--- src/rtl/echo2distance_pkg.sv ---
// rtl/echo2distance_pkg.sv - shared state type and default timing constants for the echo-to-distance converter
package echo2distance_pkg;

  typedef enum logic [2:0] {
    IDLE,
    TRIG,
    WAIT_ECHO,
    MEASURE,
    DONE
  } e2d_state_t;

  // Defaults assume a 50 MHz clock and an HC-SR04-class sensor.
  localparam int DEF_WIDTH          = 13;
  localparam int DEF_CLKS_PER_UNIT  = 29;
  localparam int DEF_TRIG_CYCLES    = 500;
  localparam int DEF_MAX_DISTANCE   = 4000;
  localparam int DEF_TIMEOUT_CYCLES = 1_500_000;
  localparam int DEF_CYCLE_PERIOD   = 3_000_000;

  // Bits needed for a counter that must hold values 0..max_value.
  function automatic int cnt_bits(input int max_value);
    return (max_value < 2) ? 1 : $clog2(max_value + 1);
  endfunction

endpackage

--- src/rtl/echo2distance_converter_if.sv ---
// rtl/echo2distance_converter_if.sv - result bus from the converter to the distance-to-PWM stage
interface echo2distance_converter_if #(
  parameter int WIDTH = 13
);

  logic [WIDTH-1:0] distance;
  logic             distance_valid;
  logic             out_of_range;

  modport master (
    output distance,
    output distance_valid,
    output out_of_range
  );

  modport slave (
    input distance,
    input distance_valid,
    input out_of_range
  );

endinterface

--- src/rtl/echo2distance_converter_sync_2ff.sv ---
// rtl/echo2distance_converter_sync_2ff.sv - generic two-flop synchronizer, resets to 0
module sync_2ff #(
  parameter int WIDTH = 1
) (
  input  logic             clk,
  input  logic             reset,
  input  logic [WIDTH-1:0] d,
  output logic [WIDTH-1:0] q
);

  logic [WIDTH-1:0] meta;

  // First flop may go metastable; second flop gives it a full cycle to settle.
  always_ff @(posedge clk or posedge reset) begin
    if (reset) begin
      meta <= '0;
      q    <= '0;
    end else begin
      meta <= d;
      q    <= meta;
    end
  end

endmodule

--- src/rtl/echo2distance_converter.sv ---
// rtl/echo2distance_converter.sv - ultrasonic trigger/echo timer producing distance in 0.01 cm; ECHO2DIST_AVG_EN enables 4-result averaging
module echo2distance_converter
  import echo2distance_pkg::*;
#(
  parameter int WIDTH          = DEF_WIDTH,
  parameter int CLKS_PER_UNIT  = DEF_CLKS_PER_UNIT,
  parameter int TRIG_CYCLES    = DEF_TRIG_CYCLES,
  parameter int MAX_DISTANCE   = DEF_MAX_DISTANCE,
  parameter int TIMEOUT_CYCLES = DEF_TIMEOUT_CYCLES,
  parameter int CYCLE_PERIOD   = DEF_CYCLE_PERIOD
) (
  input  logic                       clk,
  input  logic                       reset,
  input  logic                       enable,
  input  logic                       echo,
  output logic                       trig,
  echo2distance_converter_if.master  res
);

  localparam int PW = cnt_bits(CYCLE_PERIOD - 1);
  localparam int TW = cnt_bits(TRIG_CYCLES - 1);
  localparam int OW = cnt_bits(TIMEOUT_CYCLES);
  localparam int SW = cnt_bits(CLKS_PER_UNIT - 1);

  localparam logic [PW-1:0]    PERIOD_LAST = PW'(CYCLE_PERIOD - 1);
  localparam logic [TW-1:0]    TRIG_LAST   = TW'(TRIG_CYCLES - 1);
  localparam logic [OW-1:0]    TIMEOUT_LIM = OW'(TIMEOUT_CYCLES);
  localparam logic [SW-1:0]    PRESC_LAST  = SW'(CLKS_PER_UNIT - 1);
  localparam logic [WIDTH-1:0] MAX_D       = WIDTH'(MAX_DISTANCE);

  // The cycle that reveals the rising edge is already an echo-high cycle,
  // so the measurement starts with that cycle counted.
  localparam logic [SW-1:0]    PRESC_FIRST = (CLKS_PER_UNIT == 1) ? '0 : SW'(1);
  localparam logic [WIDTH-1:0] UNIT_FIRST  =
    (CLKS_PER_UNIT == 1 && MAX_DISTANCE > 0) ? WIDTH'(1) : '0;

  e2d_state_t       state;
  logic [PW-1:0]    period_cnt;
  logic [TW-1:0]    trig_cnt;
  logic [OW-1:0]    timeout_cnt;
  logic [SW-1:0]    presc;
  logic [WIDTH-1:0] unit_cnt;

  logic             echo_s;
  logic             echo_d;
  logic             echo_rise;
  logic             echo_fall;

  logic             finish;
  logic             fin_oor;
  logic [WIDTH-1:0] fin_val;
  logic [WIDTH-1:0] report_val;

  sync_2ff #(
    .WIDTH (1)
  ) u_echo_sync (
    .clk   (clk),
    .reset (reset),
    .d     (echo),
    .q     (echo_s)
  );

  // One-cycle delay of the synchronized echo for edge detection.
  always_ff @(posedge clk or posedge reset) begin
    if (reset) begin
      echo_d <= 1'b0;
    end else begin
      echo_d <= echo_s;
    end
  end

  assign echo_rise = echo_s & ~echo_d;
  assign echo_fall = ~echo_s & echo_d;

  // Decide whether this cycle ends a measurement and with what raw result;
  // timeout wins over a coincident falling edge.
  always_comb begin
    finish  = 1'b0;
    fin_val = MAX_D;
    fin_oor = 1'b1;
    if ((state == WAIT_ECHO || state == MEASURE) && timeout_cnt == TIMEOUT_LIM) begin
      finish = 1'b1;
    end else if (state == MEASURE && echo_fall) begin
      finish  = 1'b1;
      fin_val = unit_cnt;
      fin_oor = (unit_cnt == MAX_D);
    end
  end

`ifdef ECHO2DIST_AVG_EN
  // The incoming result plus the three previous ones form the 4-entry history.
  logic [WIDTH-1:0] hist [3];
  logic             hist_full;
  logic [WIDTH+1:0] avg_sum;

  // Running sum of the 4-entry history; the first result counts four times.
  always_comb begin
    avg_sum = '0;
    if (hist_full) begin
      avg_sum = (WIDTH+2)'(fin_val) + (WIDTH+2)'(hist[0])
              + (WIDTH+2)'(hist[1]) + (WIDTH+2)'(hist[2]);
    end else begin
      avg_sum = {fin_val, 2'b00};
    end
  end

  assign report_val = avg_sum[WIDTH+1:2];

  // Shift each finished result into the history, filling it on the first one.
  always_ff @(posedge clk or posedge reset) begin
    if (reset) begin
      hist[0]   <= '0;
      hist[1]   <= '0;
      hist[2]   <= '0;
      hist_full <= 1'b0;
    end else if (finish) begin
      hist[0]   <= fin_val;
      hist[1]   <= hist_full ? hist[0] : fin_val;
      hist[2]   <= hist_full ? hist[1] : fin_val;
      hist_full <= 1'b1;
    end
  end
`else
  assign report_val = fin_val;
`endif

  // Measurement sequencer: trigger, wait for echo, time it, publish result.
  always_ff @(posedge clk or posedge reset) begin
    if (reset) begin
      state              <= IDLE;
      trig               <= 1'b0;
      period_cnt         <= PERIOD_LAST;
      trig_cnt           <= '0;
      timeout_cnt        <= '0;
      presc              <= '0;
      unit_cnt           <= '0;
      res.distance       <= '0;
      res.distance_valid <= 1'b0;
      res.out_of_range   <= 1'b0;
    end else begin
      res.distance_valid <= 1'b0;
      if (period_cnt != PERIOD_LAST) begin
        period_cnt <= period_cnt + 1'b1;
      end

      if (finish) begin
        state              <= DONE;
        res.distance       <= report_val;
        res.out_of_range   <= fin_oor;
        res.distance_valid <= 1'b1;
      end else begin
        case (state)
          IDLE: begin
            if (enable && period_cnt == PERIOD_LAST) begin
              state      <= TRIG;
              trig       <= 1'b1;
              trig_cnt   <= '0;
              period_cnt <= '0;
            end
          end

          TRIG: begin
            if (trig_cnt == TRIG_LAST) begin
              state       <= WAIT_ECHO;
              trig        <= 1'b0;
              timeout_cnt <= '0;
            end else begin
              trig_cnt <= trig_cnt + 1'b1;
            end
          end

          WAIT_ECHO: begin
            timeout_cnt <= timeout_cnt + 1'b1;
            if (echo_rise) begin
              state    <= MEASURE;
              presc    <= PRESC_FIRST;
              unit_cnt <= UNIT_FIRST;
            end
          end

          MEASURE: begin
            timeout_cnt <= timeout_cnt + 1'b1;
            if (echo_s) begin
              if (presc == PRESC_LAST) begin
                presc <= '0;
                if (unit_cnt != MAX_D) begin
                  unit_cnt <= unit_cnt + 1'b1;
                end
              end else begin
                presc <= presc + 1'b1;
              end
            end
          end

          DONE: begin
            state <= IDLE;
          end

          default: begin
            state <= IDLE;
            trig  <= 1'b0;
          end
        endcase
      end
    end
  end

endmodule

--- src/flat_wrapper.sv ---
// flat-port wrapper written by rule: the top's interface ports become plain ports
module echo2distance_converter_flat import echo2distance_pkg::*;
#(
  parameter int WIDTH          = DEF_WIDTH,
  parameter int CLKS_PER_UNIT  = DEF_CLKS_PER_UNIT,
  parameter int TRIG_CYCLES    = DEF_TRIG_CYCLES,
  parameter int MAX_DISTANCE   = DEF_MAX_DISTANCE,
  parameter int TIMEOUT_CYCLES = DEF_TIMEOUT_CYCLES,
  parameter int CYCLE_PERIOD   = DEF_CYCLE_PERIOD
)
  (clk, reset, enable, echo, trig, res_distance, res_distance_valid, res_out_of_range);
  echo2distance_converter_if #(.WIDTH(WIDTH)) res_i ();
  input  logic clk;
  input  logic reset;
  input  logic enable;
  input  logic echo;
  output logic trig;
  output wire logic [$bits(res_i.distance)-1:0] res_distance;
  output wire logic [$bits(res_i.distance_valid)-1:0] res_distance_valid;
  output wire logic [$bits(res_i.out_of_range)-1:0] res_out_of_range;
  assign res_distance = res_i.distance;
  assign res_distance_valid = res_i.distance_valid;
  assign res_out_of_range = res_i.out_of_range;
  echo2distance_converter #(.WIDTH(WIDTH), .CLKS_PER_UNIT(CLKS_PER_UNIT), .TRIG_CYCLES(TRIG_CYCLES), .MAX_DISTANCE(MAX_DISTANCE), .TIMEOUT_CYCLES(TIMEOUT_CYCLES), .CYCLE_PERIOD(CYCLE_PERIOD)) u_core (.clk(clk), .reset(reset), .enable(enable), .echo(echo), .trig(trig), .res(res_i));
endmodule
--- config.mk ---
export PLATFORM = sky130hd
export DESIGN_NAME = echo2distance_converter_flat
export DESIGN_NICKNAME = d
export VERILOG_FILES = /design/src/rtl/echo2distance_pkg.sv /design/src/rtl/echo2distance_converter_if.sv /design/src/rtl/echo2distance_converter_sync_2ff.sv /design/src/rtl/echo2distance_converter.sv /design/src/flat_wrapper.sv
export SDC_FILE = /design/constraint.sdc
export NUM_CORES = 1
export LEC_CHECK = 0
export CAP_MARGIN = 20
export CORE_UTILIZATION = 45
export DETAILED_ROUTE_END_ITERATION = 8
export PLACE_DENSITY_LB_ADDON = 0.05
export SLEW_MARGIN = 40
export SYNTH_ARGS = -nofsm -noshare
export SYNTH_HDL_FRONTEND = slang
export SYNTH_SLANG_ARGS = --single-unit
--- constraint.sdc ---
create_clock -name clk -period 3.92 [get_ports clk]
set_input_delay 1.176 -clock clk [delete_from_list [all_inputs] [get_ports clk]]
set_output_delay 1.176 -clock clk [all_outputs]
set_load 0.03 [all_outputs]
==> metrics.cfg, run 1 <==
[outcome]
status = complete, no violations

[timing]
hold_ws_ps = 407
hold_viol_final = 0
tightest_slew_ps = 751
fin_crit_ps = 3010
fmax_ghz = 0.332
slew_viol_final = 0
grt_setup_unrepaired = no
min_period_over_period_pct = 76.9
finClkSkew_ps = 11.5
timing.setup.tns_ps = 0
finalSetupViolCount = 0
slew-limit-headroom_pct = 49.9

[synthesis]
synth_edf_count = 0
netlist.area_leader.share_pct = 40.5
yosysSeqAreaShare_pct = 48.8
synth_ff_type = dfrtp_1
syn_avg_cell_area_um2 = 9.22
ys_types = 57
syn_area_um2 = 4760
syn-num-nets = 528
synth_cells = 516
ys_async_sr_fraction_pct = 100
synth_top_cell_by_area = dfrtp_1
ys_warn_count = 0
synth-seq-cells = 92
synth_area_leaders = dfrtp_1, dfstp_2, nand2_1, a21oi_1, nand3_1

[routing]
ant_nets = 0
route.detailed.drc = 0
wl_per_cell_um = 15.7
finalWirelength_mm = 10.6
vias_per_cell = 5.75
dr_total_vias = 3905
drt-pass1-iter-count = 4
drtIter0Drc = 152

[cells_and_area]
layout-drive-gt1-share_pct = 9.76
finalCoreUtilization_pct = 51.9
syn2layout_area_growth_pct = 12.1
nets = 550
multi_input_area_um2 = 2300
fill_cells = 1015
fin_cells = 679
layout.area.seq_um2 = 2320
diodes = 0

[worst_setup_path]
crit_path_end_kind = flop
crit_type = input pin to flop
cp.arrival_ps = 3300
critical-path-max-stage-delay_ps = 540
crit_chain = clkdlybuf4s50_1 > or4b_1 > nor4_2 > a21oi_1 > or3_1 > a21oi_1
critPathMostFrequentCell = a21oi_1
crit_fanout = 11
startpoint_type = input pin
cp.required_ps = 4210
slowest_stage = or4b_1

[grt]
grt_pass1_wl_mm = 18.7
antenna_found_initial = 0
grtUsageTotal_pct = 21.2
grt_pass1_vias = 3827
gr-total-overflow = 0
grt_max_degree = 46

[worst_hold_path]
hp-class = flop to flop

[floorplanning]
die_area_um2 = 11000
initial_core_util_pct = 46.3
die_h_um = 105
core-area_um2 = 10300
std_cell_rows = 37
die_x_um = 105
io_pins = 20

[cts]
clk_path_buf_depth = 2
htreeDepth = 3
numCtsBuffers = 9
cts_root_buf = clkbuf_8
holdBufCountCts = 0
post_cts_resized = 0
clock_latency_ps = 370
postCtsSetupBuffers = 0
cts_tree = done
clk_pin_slew_ps = 90
clock_sinks = 92

[placement]
dp_cells = 661
place_hpwl_mm = 7.46
portBuffers = 19
place.gp.congestion = 0.792

[pwr]
power_density_nw_per_um2 = 353
ir_drop_uv = 238
total_power_w = 0.00188
leakagePower_nw = 2.21

[run]
cap_violations = 0

==> sequential cells by signal, indices dropped and copies added, names as in the netlist <==
name	flops
u_core.u_echo_sync.q	1
u_core.res.distance_valid	1
u_core.res.distance	13
u_core.unit_cnt	13
u_core.echo_d	1
u_core.timeout_cnt	21
u_core.trig_cnt	9
u_core.u_echo_sync.meta	1
u_core.state	3
u_core.presc	5
u_core.period_cnt	22
u_core.trig	1
u_core.res.out_of_range	1
==> through the flow <==
| stage | area, um^2 | worst slack, ps |
|---|---|---|
| 4_1_cts | 5320 | 878 |
| 6_report | 5330 | 906 |
| 3_3_place_gp | 5090 | 600 |
| 3_5_place_dp | 5100 | 505 |
| 2_1_floorplan | 4760 | 377 |
| 5_1_grt | 5330 | 730 |
==> layout make-up <==
class,instances,area share (%)
Sequential cell,92,43.5
Tap cell,136,3.19
Multi-Input combinational cell,393,43.1
Inverter,14,1.03
Clock inverter,6,1.62
Clock buffer,10,2.58
Timing Repair Buffer,28,4.97
==> cells in the final DEF, fill, tap and decap left out, types with 8 or more instances in the layout <==
cell,count
ha_1,8
or4_1,12
and3_1,9
clkbuf_8,10
nand4_1,19
xor2_1,19
nand2_1,74
nand3_1,37
clkdlybuf4s50_1,19
o31ai_1,10
dfrtp_1,77
o21ai_0,36
inv_1,13
nor2_1,40
or3_1,20
a21oi_1,37
dfstp_2,15
==> path summary, 6_finish.rpt <==
kind | start | to | slack [ps] | cells past startpoint
setup reg to reg | u_core.state[2] | u_core.timeout_cnt[4] | 1330 | 7
max in group asynchronous | reset | u_core.period_cnt[16] | 2050 | 3
min in group asynchronous | reset | u_core.u_echo_sync.meta | 1220 | 2
hold reg to reg | u_core.u_echo_sync.meta | u_core.u_echo_sync.q | 410 | 0
hold / removal | u_core.u_echo_sync.meta | u_core.u_echo_sync.q | 410 | 0
setup / recovery | enable | u_core.trig_cnt[6] | 910 | 6
==> synthesized netlist by cell type (9+ instances only) <==
cell type   n
a21oi_1    37
and3_1      9
dfrtp_1    77
dfstp_2    15
inv_1      14
nand2_1    74
nand3_1    37
nand4_1    19
nor2_1     40
o21ai_0    36
o31ai_1    10
or3_1      20
or4_1      12
xor2_1     19
==> critical path: cells and delay by family <==
kind | cells | cell delay [ps]
buffers and inverters | 1 | 510
AO/OA/AOI/OAI | 2 | 420
AND/OR/NAND/NOR | 3 | 1190
==> power breakdown <==
part	switching, W	leakage (nW)	internal (W)
logic	0.0000565	0.903	0.0000426
registers	0.0000502	1.19	0.00102
clock network	0.000340	0.113	0.000377
==> routing by layer <==
layer	global-route usage, %	wire [um]	up-vias
li1	-	-	1913
met1	28.9	5160	1937
met2	34.9	5100	43
met3	2.25	194	12
met4	8.15	171	0
met5	0	0	-
==> logic make-up after synthesis <==
logic type | Yosys count | share of synthesized area [%]
compound gates | 104 | 12.9
fa+ha+maj | 8 | 2.10
xor+xnor | 24 | 4.42
mux | 2 | 0.447
buf+inv | 31 | 3.00
flops | 92 | 48.8
simple gates | 255 | 28.3
No activity file was read; power rests on OpenSTA's default activity.
==> run 2: changes to the inputs <==
Clock period 3.92 ns to 3 ns, I/O delays scaled along.
==> run 2 against run 1 <==
Effect of this change: die area unchanged; cell area decreased by 0.75%; register-to-register slack got worse by 780 ps; via count is 0.97% lower; routed wire length is 0.37% higher; utilization decreased by 0.39 points; non-clock buffer count rose by 3; critical path type unchanged; critical endpoint is now u_core.trig_cnt[4]; largest cell class unchanged.
==> metrics.cfg, run 2 (synthesized netlist as in run 1, its figures left out) <==
[floorplanning]
die_h_um = 105  ; unchanged
initial_core_util_pct = 46.3  ; unchanged
die_x_um = 105  ; unchanged
die_area_um2 = 11000  ; unchanged
std_cell_rows = 37  ; unchanged
core-area_um2 = 10300  ; unchanged
io_pins = 20  ; unchanged

[grt]
grt_pass1_wl_mm = 18.5  ; was 18.7 mm
grtUsageTotal_pct = 21.1  ; was 21.2%
gr-total-overflow = 0  ; unchanged
grt_max_degree = 55  ; was 46
grt_pass1_vias = 3725  ; was 3,827
antenna_found_initial = 0  ; unchanged

[cells_and_area]
multi_input_area_um2 = 2300  ; about the same
max_flop_register = u_core.period_cnt  ; unchanged
diodes = 0  ; unchanged
layout_commonest_cell = dfrtp_1  ; unchanged
top_regs = u_core.period_cnt: 22 flops, u_core.timeout_cnt: 21 flops  ; unchanged
layout_common_cells = dfrtp_1, nand2_1, nor2_1  ; unchanged
syn2layout_area_growth_pct = 11.3  ; was 12.1%
fill_cells = 981  ; was 1,015
postLayoutCellArea_um2 = 5290  ; was 5330 um^2
layout.area.seq_um2 = 2320  ; unchanged
largest_reg_flops = 22  ; unchanged
nets = 553  ; was 550
layout-drive-gt1-share_pct = 9.89  ; was 9.76%

[cts]
post_cts_resized = 0  ; unchanged
htreeDepth = 3  ; unchanged
holdBufCountCts = 0  ; unchanged
clk_pin_slew_ps = 90  ; about the same
numCtsBuffers = 9  ; unchanged
cts_root_buf = clkbuf_8  ; unchanged
clock_sinks = 92  ; unchanged
clk_path_buf_depth = 2  ; unchanged
clock_latency_ps = 370  ; about the same
postCtsSetupBuffers = 0  ; unchanged
cts_tree = done  ; unchanged

[timing]
slew_viol_final = 0  ; unchanged
min_period_over_period_pct = 84.5
fin_crit_ps = 2530
grt_setup_unrepaired = no  ; unchanged
fmax_ghz = 0.395
tightest_slew_ps = 748  ; was 751 ps
hold_viol_final = 0  ; unchanged
finClkSkew_ps = 9.54  ; was 11.5 ps
timing.setup.tns_ps = 0  ; unchanged
finalSetupViolCount = 0  ; unchanged
slew-limit-headroom_pct = 50.1  ; was 49.9%

[routing]
vias_per_cell = 5.67  ; was 5.75
ant_nets = 0  ; unchanged
finalWirelength_mm = 10.7  ; was 10.6 mm
wl_per_cell_um = 15.6  ; was 15.7 um
route.detailed.drc = 0  ; unchanged
dr_total_vias = 3867  ; was 3,905
drt-pass1-iter-count = 4  ; unchanged
drtIter0Drc = 155  ; was 152

[worst_hold_path]
hp-class = flop to flop  ; unchanged

[worst_setup_path]
crit_type = input pin to flop  ; unchanged
cp.arrival_ps = 2830  ; was 3300 ps
critPathTopFamily = simple AND/OR/NAND/NOR gates  ; unchanged
startpoint_type = input pin  ; unchanged
crit_path_end_kind = flop  ; unchanged
cp.required_ps = 3300  ; was 4210 ps
worst-path-buf-inv = 1  ; unchanged
slowest_stage = clkdlybuf4s50_1  ; was or4b_1
crit_chain = clkdlybuf4s50_1 > or4b_1 > nor4_2 > a21oi_1 > or3_1 > a21oi_1  ; unchanged
critPathMostFrequentCell = a21oi_1  ; unchanged
crit_fanout = 7  ; was 11
critical-path-max-stage-delay_ps = 490  ; was 540 ps

[pwr]
power_density_nw_per_um2 = 431  ; was 353 nW/um^2
p_sw_share_pct = 25.4  ; was 23.7%
power_frac_clock_pct = 33.3  ; was 38.1%
leakagePower_nw = 2.18  ; was 2.21 nW
power.internal_w = 0.00170  ; was 0.00144 W
power_switching_w = 0.000579  ; was 0.000447 W
seq_power_share_pct = 61.2  ; was 56.7%
ir_drop_uv = 304  ; was 238 uV
power_frac_comb_pct = 5.5  ; was 5.3%

[outcome]
status = complete, no violations  ; unchanged

[placement]
placed_cell_area_um2 = 5120  ; was 5100 um^2
place.gp.congestion = 0.829  ; was 0.792
portBuffers = 19  ; unchanged
place_hpwl_mm = 7.51  ; was 7.46 mm

[run]
cap_violations = 0  ; unchanged

## run 2: cell types whose count changed in the layout (fill, tap and decap cells not counted), sizes merged
cell	previous run	this run
bufinv	2	0
clkinvlp	1	3
clkbuf	11	12
buf	8	12
inv	15	13
## run 2: worst reg2reg max path: cells and delay by family (launching register included)
family,cells,cell delay [ps]
AOI/OAI and AO/OA,1,440
adders and majority gates,1,130
buffers and inverters,1,90
DFF,1,460
and+or+nand+nor,4,1270
## run 2: final cells by class
class | count | area share [%]
Inverter | 14 | 1.06
Tap cell | 136 | 3.21
Sequential cell | 92 | 43.8
Timing Repair Buffer | 31 | 5.29
Multi-Input combinational cell | 393 | 43.4
Clock inverter | 4 | 0.473
Clock buffer | 12 | 2.74
## run 2: power groups by stage
stage	sequential (W)	combinational, W	clock [W]
2_1_floorplan	0.00140	0.000100	0
3_3_place_gp	0.00142	0.000126	0
3_5_place_dp	0.00142	0.000128	0
4_1_cts	0.00139	0.000128	0.000784
5_1_grt	0.00141	0.000146	0.000839
6_report	0.00140	0.000125	0.000761
## run 2: path summary, 6_finish.rpt
| check | from | to | slack [ps] | depth (start not counted) |
|---|---|---|---|---|
| setup / recovery | enable | u_core.trig_cnt[4] | 470 | 6 |
| setup reg to reg | u_core.timeout_cnt[0] | u_core.unit_cnt[2] | 550 | 7 |
| hold / removal | u_core.u_echo_sync.meta | u_core.u_echo_sync.q | 370 | 0 |
| min in group asynchronous | reset | u_core.trig | 1020 | 3 |
| hold reg to reg | u_core.u_echo_sync.meta | u_core.u_echo_sync.q | 370 | 0 |
| max in group asynchronous | reset | u_core.unit_cnt[12] | 1420 | 3 |
## run 2: stage by stage
step | power [W] | hold slack (ps) | instances | setup WS [ps] | util, %
floorplan | 0.00150 | 331 | 516 | 597 | -
global placement | 0.00154 | 358 | 666 | 151 | 49.8
detailed placement | 0.00154 | 351 | 666 | 98.0 | 49.9
CTS | 0.00231 | 371 | 682 | 479 | 51.5
global route | 0.00239 | 374 | 682 | 313 | 51.5
finish | 0.00228 | 372 | 682 | 466 | 51.5
## run 2: layer usage
metal  vias up  global-route usage (%)  routed length (um)
li1       1917                       -                   -
met1      1884                    27.9                5140
met2        55                    35.3                5140
met3        11                    3.56                 262
met4         0                    6.74                 130
met5         -                       0                   0
==> run 3: changes to the inputs <==
Clock period 3 ns to 2.3 ns, I/O delays scaled along.
==> run 3 against run 2 <==
Effect of this change: worst hold slack gained 26 ps; largest cell class is now multi-input gates; clock power rose by 42%; die area unchanged; power increased by 35%; non-clock buffer count is 22 higher; flip-flop and latch count is the same.
==> metrics.cfg, run 3 (synthesized netlist as in run 1, its figures left out) <==
[run]
cap_violations = 0  ; unchanged

[worst_hold_path]
min_path_cells = 0  ; unchanged
hp-class = flop to flop  ; unchanged
holdPathEnd = u_core.u_echo_sync.q  ; unchanged
worstHoldStart = u_core.u_echo_sync.meta  ; unchanged

[cts]
cts_root_buf = clkbuf_8  ; unchanged
htreeDepth = 3  ; unchanged
clock_latency_ps = 360  ; was 370 ps
clk_pin_slew_ps = 90  ; about the same
cts_tree = done  ; unchanged
numCtsBuffers = 9  ; unchanged
clock_sinks = 92  ; unchanged
clk_path_buf_depth = 2  ; unchanged

[routing]
wl_per_cell_um = 15.3  ; was 15.6 um
drt-pass1-iter-count = 5  ; was 4
vias_per_cell = 5.68  ; was 5.67
ant_nets = 0  ; unchanged
finalWirelength_mm = 10.8  ; was 10.7 mm
drtIter0Drc = 169  ; was 155
route.detailed.drc = 0  ; unchanged
dr_total_vias = 3997  ; was 3,867

[cells_and_area]
layout_commonest_cell = dfrtp_1  ; unchanged
largest_reg_flops = 22  ; unchanged
nets = 575  ; was 553
finalCoreUtilization_pct = 54.3  ; was 51.5%
multi_input_area_um2 = 2370  ; was 2300 um^2
syn2layout_area_growth_pct = 17.2  ; was 11.3%
layout_common_cells = dfrtp_1, nand2_1, nor2_1  ; unchanged
layout.area.seq_um2 = 2320  ; unchanged
max_flop_register = u_core.period_cnt  ; unchanged
fin_cells = 704  ; was 682
top_regs = u_core.period_cnt: 22 flops, u_core.timeout_cnt: 21 flops  ; unchanged
fill_cells = 973  ; was 981
diodes = 0  ; unchanged
layout-drive-gt1-share_pct = 15.5  ; was 9.89%

[worst_setup_path]
worst-path-buf-inv = 0  ; was 1
cp.arrival_ps = 2500  ; was 2830 ps
crit_path_end_kind = flop  ; unchanged
cp.required_ps = 2590  ; was 3300 ps
critPathTopFamily = simple AND/OR/NAND/NOR gates  ; unchanged
reg2reg_setup_slack_ps = 100  ; was 550 ps
crit_type = flop to flop  ; was input pin to flop
regToRegStartpoint = u_core.period_cnt[13]  ; was u_core.timeout_cnt[0]
startpoint_type = flop  ; was input pin
crit_fanout = 7  ; unchanged
slowest_stage = or4_4  ; was clkdlybuf4s50_1
r2r_end = u_core.period_cnt[2]  ; was u_core.unit_cnt[2]
r2r_cells = 5  ; was 7
critical-path-max-stage-delay_ps = 580  ; was 490 ps
crit_chain = or4_1 > or4_4 > or2_4 > a31oi_1 > o21a_1  ; was clkdlybuf4s50_1 > or4b_1 > nor4_2 > a21oi_1 > or3_1 > a21oi_1

[grt]
grt_pass1_wl_mm = 19.1  ; was 18.5 mm
grtUsageTotal_pct = 21.4  ; was 21.1%
grt_max_degree = 93  ; was 55
gr-total-overflow = 0  ; unchanged
antenna_found_initial = 0  ; unchanged
grt_pass1_vias = 3954  ; was 3,725

[placement]
place.gp.congestion = 0.824  ; was 0.829
place_hpwl_mm = 7.48  ; was 7.51 mm
portBuffers = 19  ; unchanged
dp_cells = 687  ; was 666

[timing]
hold_viol_final = 0  ; unchanged
timing.setup.tns_ps = 0  ; unchanged
grt_setup_unrepaired = no  ; unchanged
slew_viol_final = 0  ; unchanged
finClkSkew_ps = 12.9  ; was 9.54 ps
fin_crit_ps = 2200
finalSetupViolCount = 0  ; unchanged
min_period_over_period_pct = 95.7
slew-limit-headroom_pct = 50.2  ; was 50.1%
tightest_slew_ps = 746  ; was 748 ps
fmax_ghz = 0.454

[floorplanning]
die_h_um = 105  ; unchanged
die_x_um = 105  ; unchanged
io_pins = 20  ; unchanged
initial_core_util_pct = 46.3  ; unchanged
die_area_um2 = 11000  ; unchanged
std_cell_rows = 37  ; unchanged
core-area_um2 = 10300  ; unchanged

[pwr]
power_density_nw_per_um2 = 551  ; was 431 nW/um^2
ir_drop_uv = 305  ; was 304 uV
leakagePower_nw = 2.35  ; was 2.18 nW

[outcome]
status = complete, no violations  ; unchanged

[run 3: cell count changes in the layout (fill, tap and decap cells not counted), moves of 2 or more]
cell,previous run,this run
or3_4,0,2
buf_12,0,2
a21oi_2,0,4
o21ai_0,36,32
a21oi_1,37,33
or3_1,20,18
o21ai_1,1,5
buf_4,12,32
[run 3: report_power, final]
group          total (W)  leakage, nW  internal (W)  switching [W]
registers        0.00182         1.19       0.00173      0.0000883
logic           0.000172         1.07     0.0000749      0.0000974
clock network    0.00108       0.0866      0.000503       0.000578
total            0.00308         2.35       0.00231       0.000764
[run 3: how the worst max path moves through the flow]
stage                                startpoint                    end  slack (ps)  depth (start not counted)
after floorplan           u_core.period_cnt[21]     u_core.trig_cnt[5]          80                          5
after global placement                   enable     u_core.trig_cnt[8]        -290                          6
after detailed placement                 enable     u_core.trig_cnt[6]        -430                          6
after CTS                                enable     u_core.trig_cnt[6]           4                          6
after global routing         u_core.trig_cnt[0]  u_core.timeout_cnt[7]           3                          6
final                     u_core.period_cnt[13]   u_core.period_cnt[2]         100                          5
[run 3: stage by stage]
step | instance area [um^2] | power (W) | hold slack (ps) | setup slack, ps
6_report | 5580 | 0.00308 | 398 | 99.1
5_1_grt | 5580 | 0.00322 | 423 | 3.41
4_1_cts | 5510 | 0.00310 | 401 | 4.45
3_5_place_dp | 5310 | 0.00201 | 385 | -428
3_3_place_gp | 5300 | 0.00201 | 384 | -293
2_1_floorplan | 4760 | 0.00196 | 331 | 84.3
[run 3: layer usage]
layer  global-route usage [%]  part of all wire (%)  vias to the layer above
li1                         -                     -                     1957
met1                     29.5                    49                     1971
met2                     35.5                    48                       61
met3                     2.87                   2.6                        8
met4                     5.84                  0.69                        0
met5                        0                     0                        -
[run 3: what timing repair did]
| item | 4_1_cts | 5_1_grt |
|---|---|---|
| pin swaps | 0 | 7 |
| resized for setup | 3 | 18 |
| buffers inserted | 0 | 1 |
| hold buffers | 0 | 0 |
| setup endpoints to repair | 4 | 8 |
[run 3: worst reg2reg max path, stage by stage (launching register included)]
cell     delay (ps)
dfrtp_1         410
or4_1           550
or4_4           580
or2_4           310
a31oi_1         170
o21a_1          130
[run 3: final cells by class]
| class | instances | share of cell area (%) |
|---|---|---|
| clock buffers | 12 | 2.42 |
| clock inverters | 4 | 0.897 |
| inverters | 14 | 1.01 |
| multi-input cells | 393 | 42.5 |
| flip-flops and latches | 92 | 41.6 |
| well taps | 136 | 3.05 |
| repair buffers | 53 | 8.48 |
